--- config.mk ---
export PLATFORM = sky130hd
export DESIGN_NAME = l2_arbiter_ctrl
export DESIGN_NICKNAME = d
export VERILOG_FILES = /design/src/rtl/arb_pkg.sv /design/src/rtl/l2_arbiter_ctrl.sv
export SDC_FILE = /design/constraint.sdc
export NUM_CORES = 1
export LEC_CHECK = 0
export CELL_PAD_IN_SITES_DETAIL_PLACEMENT = 2
export CELL_PAD_IN_SITES_GLOBAL_PLACEMENT = 2
export CORE_AREA = 2 2 648 650
export CTS_BUF_LIST = sky130_fd_sc_hd__clkbuf_16
export DETAILED_ROUTE_END_ITERATION = 10
export DIE_AREA = 0 0 650 652
export DONT_BUFFER_PORTS = 1
export PLACE_DENSITY_LB_ADDON = 0.1
export SETUP_SLACK_MARGIN = 0.02
export SYNTH_ARGS = -nofsm -noshare
export SYNTH_HDL_FRONTEND = slang
export SYNTH_SLANG_ARGS = --single-unit
export TNS_END_PERCENT = 30
--- constraint.sdc ---
create_clock -name clk -period 3.1 [get_ports clk]
set_input_delay 0.465 -clock clk [delete_from_list [all_inputs] [get_ports clk]]
set_output_delay 0.465 -clock clk [all_outputs]
set_load 0.05 [all_outputs]
--- src/rtl/arb_pkg.sv ---
// Shared types for the L2 port arbiter: transaction FSM states and requester select.
package arb_pkg;

  typedef enum logic [1:0] {
    IDLE    = 2'd0,
    GRANT_I = 2'd1,
    GRANT_D = 2'd2
  } arb_state_e;

  typedef enum logic {
    SEL_I = 1'b0,
    SEL_D = 1'b1
  } arb_sel_e;

endpackage : arb_pkg

--- src/rtl/l2_arbiter_ctrl.sv ---
// Arbitrates the single L2 port between the L1 I-cache and L1 D-cache.
// Round-robin on collision, winner's command latched into registered L2
// outputs, grant held until L2_resp, response routed to the owner only.
//
// Handshake: a requester raises read and/or write with addr/wdata stable and
// holds them until its arb_*_resp pulse; that pulse is the only acceptance
// signal. L2 sees L2_read/L2_write held stable until it pulses L2_resp for one
// or more cycles; only the first L2_resp cycle of a grant completes it.
module l2_arbiter_ctrl
  import arb_pkg::*;
#(
  parameter int ADDR_W = 32,
  parameter int LINE_W = 256
) (
  input  logic              clk,
  input  logic              rst_n,
  input  logic              instr_read,
  input  logic              instr_write,
  input  logic [ADDR_W-1:0] instr_addr,
  input  logic [LINE_W-1:0] instr_wdata,
  input  logic              data_read,
  input  logic              data_write,
  input  logic [ADDR_W-1:0] data_addr,
  input  logic [LINE_W-1:0] data_wdata,
  input  logic [LINE_W-1:0] L2_rdata,
  input  logic              L2_resp,
  output logic [ADDR_W-1:0] L2_addr,
  output logic [LINE_W-1:0] L2_wdata,
  output logic              L2_read,
  output logic              L2_write,
  output logic              arb_instr_resp,
  output logic              arb_data_resp,
  output logic [LINE_W-1:0] arb_instr_rdata,
  output logic [LINE_W-1:0] arb_data_rdata,
  output logic [1:0]        dbg_state
);

  arb_state_e state;
  arb_sel_e   last_grant;

  logic              pend_i;
  logic              pend_d;
  logic              grant_any;
  arb_sel_e          winner;
  logic [ADDR_W-1:0] win_addr;
  logic [LINE_W-1:0] win_wdata;
  logic              win_read;
  logic              win_write;

  // Pick a winner while idle; on a collision the side not served last wins.
  always_comb begin
    pend_i    = instr_read | instr_write;
    pend_d    = data_read | data_write;
    grant_any = 1'b0;
    winner    = SEL_I;
    if (state == IDLE) begin
      if (pend_i && pend_d) begin
        grant_any = 1'b1;
        winner    = (last_grant == SEL_I) ? SEL_D : SEL_I;
      end else if (pend_i) begin
        grant_any = 1'b1;
        winner    = SEL_I;
      end else if (pend_d) begin
        grant_any = 1'b1;
        winner    = SEL_D;
      end
    end
  end

  // Select the winner's command; a simultaneous read+write is treated as a write.
  always_comb begin
    win_addr  = instr_addr;
    win_wdata = instr_wdata;
    win_write = instr_write;
    win_read  = instr_read & ~instr_write;
    if (winner == SEL_D) begin
      win_addr  = data_addr;
      win_wdata = data_wdata;
      win_write = data_write;
      win_read  = data_read & ~data_write;
    end
  end

  // Transaction FSM: IDLE -> GRANT_x on a grant, back to IDLE on the first L2_resp.
  always_ff @(posedge clk or negedge rst_n) begin
    if (!rst_n) begin
      state      <= IDLE;
      last_grant <= SEL_I;
    end else begin
      case (state)
        IDLE: begin
          if (grant_any) begin
            state      <= (winner == SEL_I) ? GRANT_I : GRANT_D;
            last_grant <= winner;
          end
        end
        GRANT_I, GRANT_D: begin
          if (L2_resp) state <= IDLE;
        end
        default: state <= IDLE;
      endcase
    end
  end

  // L2 output registers: load on grant, drop the command when L2 completes.
  always_ff @(posedge clk or negedge rst_n) begin
    if (!rst_n) begin
      L2_addr  <= '0;
      L2_wdata <= '0;
      L2_read  <= 1'b0;
      L2_write <= 1'b0;
    end else if (grant_any) begin
      L2_addr  <= win_addr;
      L2_wdata <= win_wdata;
      L2_read  <= win_read;
      L2_write <= win_write;
    end else if ((state != IDLE) && L2_resp) begin
      L2_read  <= 1'b0;
      L2_write <= 1'b0;
    end
  end

  // Completion goes to the current owner only; L2_resp while idle is ignored.
  always_comb begin
    arb_instr_resp  = (state == GRANT_I) && L2_resp;
    arb_data_resp   = (state == GRANT_D) && L2_resp;
    arb_instr_rdata = L2_rdata;
    arb_data_rdata  = L2_rdata;
    dbg_state       = state;
  end

endmodule : l2_arbiter_ctrl

# Word-level counts from Yosys, hierarchy flattened
# Index checks and enable logic that the tools add are counted.
# classes
n_eq_ne	4
muxes	19
n_bitwise	6
n_reduce_logical	10
# ops
operator	n
2-to-1 mux 256 bit	1
2-to-1 mux 32 bit	1
2-to-1 mux 1 bit	13
2-to-1 mux 2 bit	3
logical AND 1 bit	4
inequality test 2 bit (second input constant)	2
case mux 2 bit (2 select lines)	1
AND reduction 2 bit	2
nonzero test 2 bit	2
AND 1 bit	2
== test 2 x 1 -> 1 bit (second input constant)	1
== test 2 bit (second input constant)	1
logical NOT 2 bit	1
inverter 1 bit	2
OR 1 bit	2
OR reduction 2 bit	1
# totals
ff_bits	293
inputBits	839
out_inout_bits	806
wordCells	45

# Longest topological paths before layout
# Gate-level depths: netlist of the first run.
# logic_depth
word_depth	8
ltp_mapped	9
mapped_depth_nobuf	5

# Worst setup path after synthesis of the first run
# Ideal clock, no wire load.
# synth_timing
path_kind	register -> register
startpoint	register state[0] (netlist: dbg_state[0])
endpoint	register L2_wdata[232]
setup_time_ps	132
arrival_ps	1977
t_required_ps	2968
path_slack_ps	991
path_stages_with_launch	10
path_buffers	4
period_less_slack_ps	2109
cell_sequence	dfrtp_1 -> inv_1 -> ha_1 -> buf_2 -> and3_1 -> buf_4 -> buf_4 -> clkbuf_1 -> o22ai_1 -> o21ai_1
# synth_between
elab_chain_cells	3
elab_cells_between_ends	4
classes_between	3 x mux; 1 x reduce/logical
# synth_rtl
element	line	text
start: declaration	l2_arbiter_ctrl.sv:38	arb_state_e state;
start signal: assignment	l2_arbiter_ctrl.sv:93	state <= (winner == SEL_I) ? GRANT_I : GRANT_D;
logical NOT 2 bit *	l2_arbiter_ctrl.sv:56	if (state == IDLE) begin
2-to-1 mux 1 bit	l2_arbiter_ctrl.sv:56	
2-to-1 mux 256 bit	l2_arbiter_ctrl.sv:76	if (winner == SEL_D) begin
end signal: assignment	l2_arbiter_ctrl.sv:114	L2_wdata <= win_wdata;
end: declaration	l2_arbiter_ctrl.sv:28	output logic [LINE_W-1:0] L2_wdata,
# Every way passes the cells marked *; elsewhere a longest branch is shown, timed or not.
# A chain may end at the register's enable or synchronous reset.

# Final worst setup path of the first run
# layout_timing
startpoint	register last_grant
endpoint	register L2_wdata[110]
# layout_between
elab_chain_cells	4
# layout_rtl
element	line	text
start: declaration	l2_arbiter_ctrl.sv:39	arb_sel_e last_grant;
start signal: assignment	l2_arbiter_ctrl.sv:94	last_grant <= winner;
2-to-1 mux 1 bit	l2_arbiter_ctrl.sv:59	winner = (last_grant == SEL_I) ? SEL_D : SEL_I;
2-to-1 mux 1 bit	l2_arbiter_ctrl.sv:57	if (pend_i && pend_d) begin
2-to-1 mux 1 bit	l2_arbiter_ctrl.sv:56	
2-to-1 mux 256 bit	l2_arbiter_ctrl.sv:76	
# No other way between the ends.

==> results of run 1 <==
worst register-to-register path, cell delays in order, from the launching register on:
cell and delay, ns:
dfrtp_1 0.45, o21ai_1 0.22, and3_4 0.29, buf_12 0.29, o22ai_1 0.81, dlygate4sd3_1 0.68, o21ai_1 0.14
sequential cells by signal (all words and copies together), names as in the netlist:
| name | cells |
|---|---|
| L2_addr | 32 |
| L2_read | 1 |
| L2_wdata | 256 |
| L2_write | 1 |
| dbg_state | 2 |
| last_grant | 1 |
metal layers:
layer	up-vias	GRT usage, %	wire length, um
met4	58	3.07	7570
met3	434	4.11	20400
met2	1030	12.6	78600
li1	5909	-	-
met1	7038	7.07	53100
met5	-	0.0566	420
worst paths after layout:
kind	startpoint	endpoint	slack [ns]	cells past startpoint
worst max-delay path	last_grant	L2_wdata[110]	0.11	6
worst min-delay path	rst_n	L2_wdata[60]	-0.49	0
worst max register to register	last_grant	L2_wdata[110]	0.11	6
worst min register to register	last_grant	last_grant	0.61	1
max in group asynchronous	rst_n	L2_wdata[189]	2.55	0
min in group clk	instr_addr[29]	L2_addr[29]	0.10	2
cells in the final DEF, fill, tap and decap left out, types with 3 or more instances in the layout:
cell / Yosys / routed
a21oi_1: 5 / 5
buf_12: 0 / 11
buf_4: 518 / 34
bufinv_16: 0 / 4
clkbuf_16: 0 / 50
clkinv_1: 0 / 10
clkinv_2: 0 / 4
clkinv_4: 0 / 3
dfrtp_1: 293 / 293
diode_2: 0 / 31
dlygate4sd3_1: 0 / 557
ha_1: 3 / 3
inv_1: 3 / 15
nand2_1: 290 / 289
nor2_1: 5 / 5
o21ai_0: 49 / 49
o21ai_1: 241 / 241
o22ai_1: 289 / 289
final cells by class:
cell class | count | area (um2) | share of cell area [%]
repair buffers | 603 | 6060 | 22.9
flip-flops and latches | 293 | 7330 | 27.7
multi-input cells | 895 | 4550 | 17.2
clock buffers | 50 | 1250 | 4.73
diodes | 31 | 77.6 | 0.293
well taps | 5497 | 6880 | 26.0
clock inverters | 36 | 293 | 1.11
inverters | 3 | 11.3 | 0.0426
where the power goes:
| group | internal (mW) | total, mW | switching [mW] |
|---|---|---|---|
| combinational | 3.84 | 8.97 | 5.13 |
| clock | 3.23 | 5.63 | 2.40 |
| sequential | 5.62 | 15.0 | 9.35 |
| total | 12.7 | 29.6 | 16.9 |
cell families (layout without fill, tap and decap cells):
logic type | Yosys count | count (layout) | synth area share (%)
and+or+nand+nor | 302 | 302 | 7.06
AOI/OAI and AO/OA | 590 | 590 | 20.5
other | 0 | 31 | 0
adders and majority gates | 3 | 3 | 0.230
buffers and inverters | 643 | 692 | 27.2
DFF | 293 | 293 | 44.9
repair_timing:
action | CTS | global route
gates resized for setup | 0 | 1
hold endpoints to repair | 576 | 293
setup endpoints to repair | 0 | 1
metrics by stage:
step	instance area, um2	instances	power [mW]	setup slack [ns]
after floorplan	16300	1831	19.7	0.991
after global placement	19300	6734	22.4	0.659
after detailed placement	19300	6734	22.7	0.660
after CTS	26400	7377	30.8	0.168
after global routing	26400	7384	31.7	0.108
final	26500	7408	29.6	0.106
==> impl_metrics.env, run 1 <==
export IMPL_antenna_found_initial=118
export IMPL_post_cts_setup_buffer_count=0
export IMPL_drt_iter0_drc=760
export IMPL_grt_max_degree=294
export IMPL_finalCriticalPeriod_ns=2.99
export IMPL_max_stage_delay_ns=0.68
export IMPL_path_class="reg -> reg"
export IMPL_ys_flop_type="dfrtp_1"
export IMPL_synth_edf_count=0
export IMPL_violations="negative hold slack"
export IMPL_end_kind="flip-flop"
export IMPL_async_flop_share_pct=100
export IMPL_grt_total_usage_pct=7.27
export IMPL_dr_total_vias=14469
export IMPL_hold_slack_ns=-0.493
export IMPL_rows=237
export IMPL_netlist_instances=1831
export IMPL_hold_buffers=557
export IMPL_ys_types=26
export IMPL_numCtsBuffers=49
export IMPL_drive_gt1_share_pct=6.01
export IMPL_die_w_um=650
export IMPL_clkSlewWorstSetupHoldPaths_ns=0.06
export IMPL_cp_arrival_ns=3.59
export IMPL_synth_seq_cells=293
export IMPL_slew_violations=0
export IMPL_syn_mean_instance_area_um2=8.91
export IMPL_power_density_nw_per_um2=1120
export IMPL_cp_slowest_cell="dlygate4sd3_1"
export IMPL_syn2layout_area_growth_pct=62.2
export IMPL_max_freq_ghz=0.334
export IMPL_syn_nets=2673
export IMPL_clk_latency_ns=0.70
export IMPL_yosysSeqAreaShare_pct=44.9
export IMPL_numPortBuffers=0
export IMPL_syn_cell_area_um2=16300
export IMPL_nNetsFinal=2687
export IMPL_antenna_left=0
export IMPL_maxCapViolCount=0
export IMPL_cts_tree="built"
export IMPL_min_period_over_period_pct=96.6
export IMPL_yosysTopAreaCellShare_pct=44.9
export IMPL_cts_num_sinks=293
export IMPL_grt_overflow=0
export IMPL_final_hold_violation_count=293
export IMPL_hp_class="in -> async"
export IMPL_firstDrtPassIters=5
export IMPL_status="finished with violations"
export IMPL_post_synth_most_frequent_cells="518 x buf_4, 293 x dfrtp_1, 290 x nand2_1"
export IMPL_setup_tns_final_ns=0
export IMPL_grt_pass1_wl_um=198000
export IMPL_fin_skew_ns=0.0458
export IMPL_drc=0
export IMPL_leakage_nw=8.33
export IMPL_tightest_slew_ns=1.34
export IMPL_core_area_um2=416000
export IMPL_grt_pass1_vias=15759
export IMPL_crit_family="buffers and inverters"
export IMPL_clk_path_buf_depth=3
export IMPL_slew_headroom_pct=11.0
export IMPL_postLayoutCoreUtil_pct=6.36
export IMPL_cp_max_fo=139
export IMPL_worst_path_buf_inv=2
export IMPL_crit_path_frequent_cell="o21ai_1"
export IMPL_root_buffer="clkbuf_16"
export IMPL_start_util_pct=3.92
export IMPL_dp_hpwl_um=135000
export IMPL_rsz0062_at_grt="no"
export IMPL_htreeDepth=2
export IMPL_final_setup_viol_count=0
export IMPL_vdd_drop_max_mv=0.452
export IMPL_synth_top_area_cell="dfrtp_1"
export IMPL_drt_total_wl_um=160000
export IMPL_path_cells="o21ai_1 > and3_4 > buf_12 > o22ai_1 > dlygate4sd3_1 > o21ai_1"
export IMPL_critPathLaunchType="flip-flop"
export IMPL_fill_cells=49058
export IMPL_viasPerCell=1.95
export IMPL_synth_area_leaders="dfrtp_1 45%, buf_4 24%, o22ai_1 11%"
export IMPL_die_y_um=652
export IMPL_dieArea_um2=424000
export IMPL_crit_required_ns=3.69
export IMPL_gp_congestion=0.777
export IMPL_io_pins=1645
export IMPL_wl_per_cell_um=21.6
export IMPL_synth_warnings=0
export IMPL_synth_most_common_cell="buf_4"
Power figures use the tool's default switching activity.
==> run 2, diff against run 1 <==
--- a/config.mk
+++ b/config.mk
@@ -12,6 +12,7 @@
 export DETAILED_ROUTE_END_ITERATION = 10
 export DIE_AREA = 0 0 650 652
 export DONT_BUFFER_PORTS = 1
+export MAX_ROUTING_LAYER = met4
 export PLACE_DENSITY_LB_ADDON = 0.1
 export SETUP_SLACK_MARGIN = 0.02
 export SYNTH_ARGS = -nofsm -noshare
==> run 2 against run 1 <==
The flow still finishes with violations (negative hold slack). Via count fell by 0.41%. Final cell count rose by 0.46%. Core utilization barely moved. Sequential power barely moved. Critical path type unchanged. Setup slack improved by 0.040 ns. Fmax rose by 1.4%. First-iteration DRC count rose by 0.92%. Clock-buffer cell count did not move.
==> impl_metrics.env, run 2 (same netlist as run 1, synthesis figures left out) <==
export IMPL_cp_max_fo=139
export IMPL_root_buffer="clkbuf_16"
export IMPL_gp_congestion=0.788
export IMPL_start_util_pct=3.92
export IMPL_timing_final_ws_setup_ns=0.146
export IMPL_nNetsFinal=2687
export IMPL_rsz0062_at_grt="no"
export IMPL_place_ws_ns=0.660
export IMPL_core_area_um2=416000
export IMPL_crit_required_ns=3.69
export IMPL_finalCriticalPeriod_ns=2.95
export IMPL_postLayoutCoreUtil_pct=6.38
export IMPL_dieArea_um2=424000
export IMPL_r2r_start="last_grant"
export IMPL_setup_tns_final_ns=0
export IMPL_firstDrtPassIters=5
export IMPL_timing_reg2reg_setup_slack_ns=0.15
export IMPL_tightest_slew_ns=1.46
export IMPL_grt_overflow=0
export IMPL_cp_slowest_cell="dlygate4sd3_1"
export IMPL_final_hold_violation_count=293
export IMPL_power_mw=29.5
export IMPL_max_freq_ghz=0.339
export IMPL_vdd_drop_max_mv=0.441
export IMPL_grt_pass1_wl_um=198000
export IMPL_io_pins=1645
export IMPL_violations="negative hold slack"
export IMPL_clk_path_buf_depth=3
export IMPL_fill_cells=49063
export IMPL_final_setup_viol_count=0
export IMPL_hold_slack_ns=-0.492
export IMPL_min_period_over_period_pct=95.3
export IMPL_path_cells="o21ai_1 > and3_4 > buf_12 > o22ai_1 > dlygate4sd3_1 > o21ai_1"
export IMPL_grt_max_degree=294
export IMPL_wl_per_cell_um=21.5
export IMPL_hp_class="in -> async"
export IMPL_clk_latency_ns=0.70
export IMPL_path_class="reg -> reg"
export IMPL_drc=0
export IMPL_slew_violations=0
export IMPL_rows=237
export IMPL_dr_total_vias=14410
export IMPL_largest_register_ffs=256
export IMPL_grt_pass1_vias=15735
export IMPL_hold_buffers=557
export IMPL_slew_headroom_pct=2.85
export IMPL_numPortBuffers=0
export IMPL_dp_hpwl_um=135000
export IMPL_layout_commonest_cell="dlygate4sd3_1"
export IMPL_fin_skew_ns=0.0455
export IMPL_die_y_um=652
export IMPL_clkSlewWorstSetupHoldPaths_ns=0.06
export IMPL_drive_gt1_share_pct=6.01
export IMPL_max_stage_delay_ns=0.68
export IMPL_antenna_left=0
export IMPL_drt_total_wl_um=160000
export IMPL_grt_total_usage_pct=7.49
export IMPL_power_density_nw_per_um2=1110
export IMPL_maxCapViolCount=0
export IMPL_crit_path_frequent_cell="o21ai_1"
export IMPL_viasPerCell=1.94
export IMPL_reg2reg_to="L2_wdata[110]"
export IMPL_layout_common_cells="557 x dlygate4sd3_1, 293 x dfrtp_1, 289 x o22ai_1, 289 x nand2_1, 241 x o21ai_1"
export IMPL_leakage_nw=8.33
export IMPL_die_w_um=650
export IMPL_drt_iter0_drc=767
export IMPL_end_kind="flip-flop"
export IMPL_cts_num_sinks=293
export IMPL_antenna_found_initial=123
export IMPL_htreeDepth=2
export IMPL_crit_family="buffers and inverters"
export IMPL_syn2layout_area_growth_pct=62.7
export IMPL_cp_arrival_ns=3.55
export IMPL_worst_path_buf_inv=2
export IMPL_status="finished with violations"
export IMPL_cts_tree="built"
export IMPL_numCtsBuffers=49
export IMPL_critPathLaunchType="flip-flop"
export IMPL_ff2ff_path_depth=6
export IMPL_regMostFlops="L2_wdata"
export IMPL_post_cts_setup_buffer_count=0
==> run 2: cell count changes in the layout (fill, tap and decap cells not counted) <==
cell,change
diode_2,+34
==> run 2: what timing repair did <==
action	CTS	global route
hold endpoints to repair	576	293
resized for setup	0	1
endpoints found under the setup margin	0	1
==> run 2: worst reg2reg max path, cell delays in order, from the launching register on <==
cell	delay, ns
dfrtp_1	0.45
o21ai_1	0.22
and3_4	0.29
buf_12	0.31
o22ai_1	0.75
dlygate4sd3_1	0.68
o21ai_1	0.14
==> run 2: per-layer routing <==
| layer | track usage (%) | vias up | wire length [um] | part of all wire, % |
|---|---|---|---|---|
| met2 | 12.7 | 1041 | 78900 | 49 |
| met3 | 4.17 | 394 | 21300 | 13 |
| met1 | 7.04 | 7009 | 52600 | 33 |
| met4 | 2.92 | 0 | 7080 | 4.4 |
| met5 | - | - | 0 | 0 |
| li1 | - | 5966 | - | - |
==> run 2: worst max path at each step <==
stage	from	endpoint	cells past startpoint
3_5_place_dp	instr_write	L2_addr[25]	6
2_1_floorplan	dbg_state[0]	L2_wdata[232]	9
5_1_grt	last_grant	L2_addr[28]	7
4_1_cts	last_grant	L2_wdata[163]	7
6_report	last_grant	L2_wdata[110]	6
3_3_place_gp	instr_write	L2_addr[25]	6
==> run 2: final cells by class <==
type | instances | area (um2) | area share [%]
sequential | 293 | 7330 | 27.6
tap | 5497 | 6880 | 25.9
timing repair buffer | 603 | 6060 | 22.8
multi-input combinational | 895 | 4550 | 17.1
clock buffer | 50 | 1250 | 4.71
clock inverter | 36 | 293 | 1.10
antenna | 65 | 163 | 0.613
inverter | 3 | 11.3 | 0.0424
==> run 2: power breakdown <==
part	internal [mW]	leakage [nW]	switching, mW
clock network	3.23	0.798	2.39
registers	5.62	3.58	9.35
logic	3.84	3.96	5.11
==> run 2: metrics by stage <==
step | instances | instance area, um2 | hold WS [ns]
2_1_floorplan | 1831 | 16300 | 0.169
3_3_place_gp | 6734 | 19300 | 0.183
3_5_place_dp | 6734 | 19300 | 0.186
4_1_cts | 7377 | 26400 | -0.622
5_1_grt | 7434 | 26500 | -0.596
6_report | 7442 | 26500 | -0.492
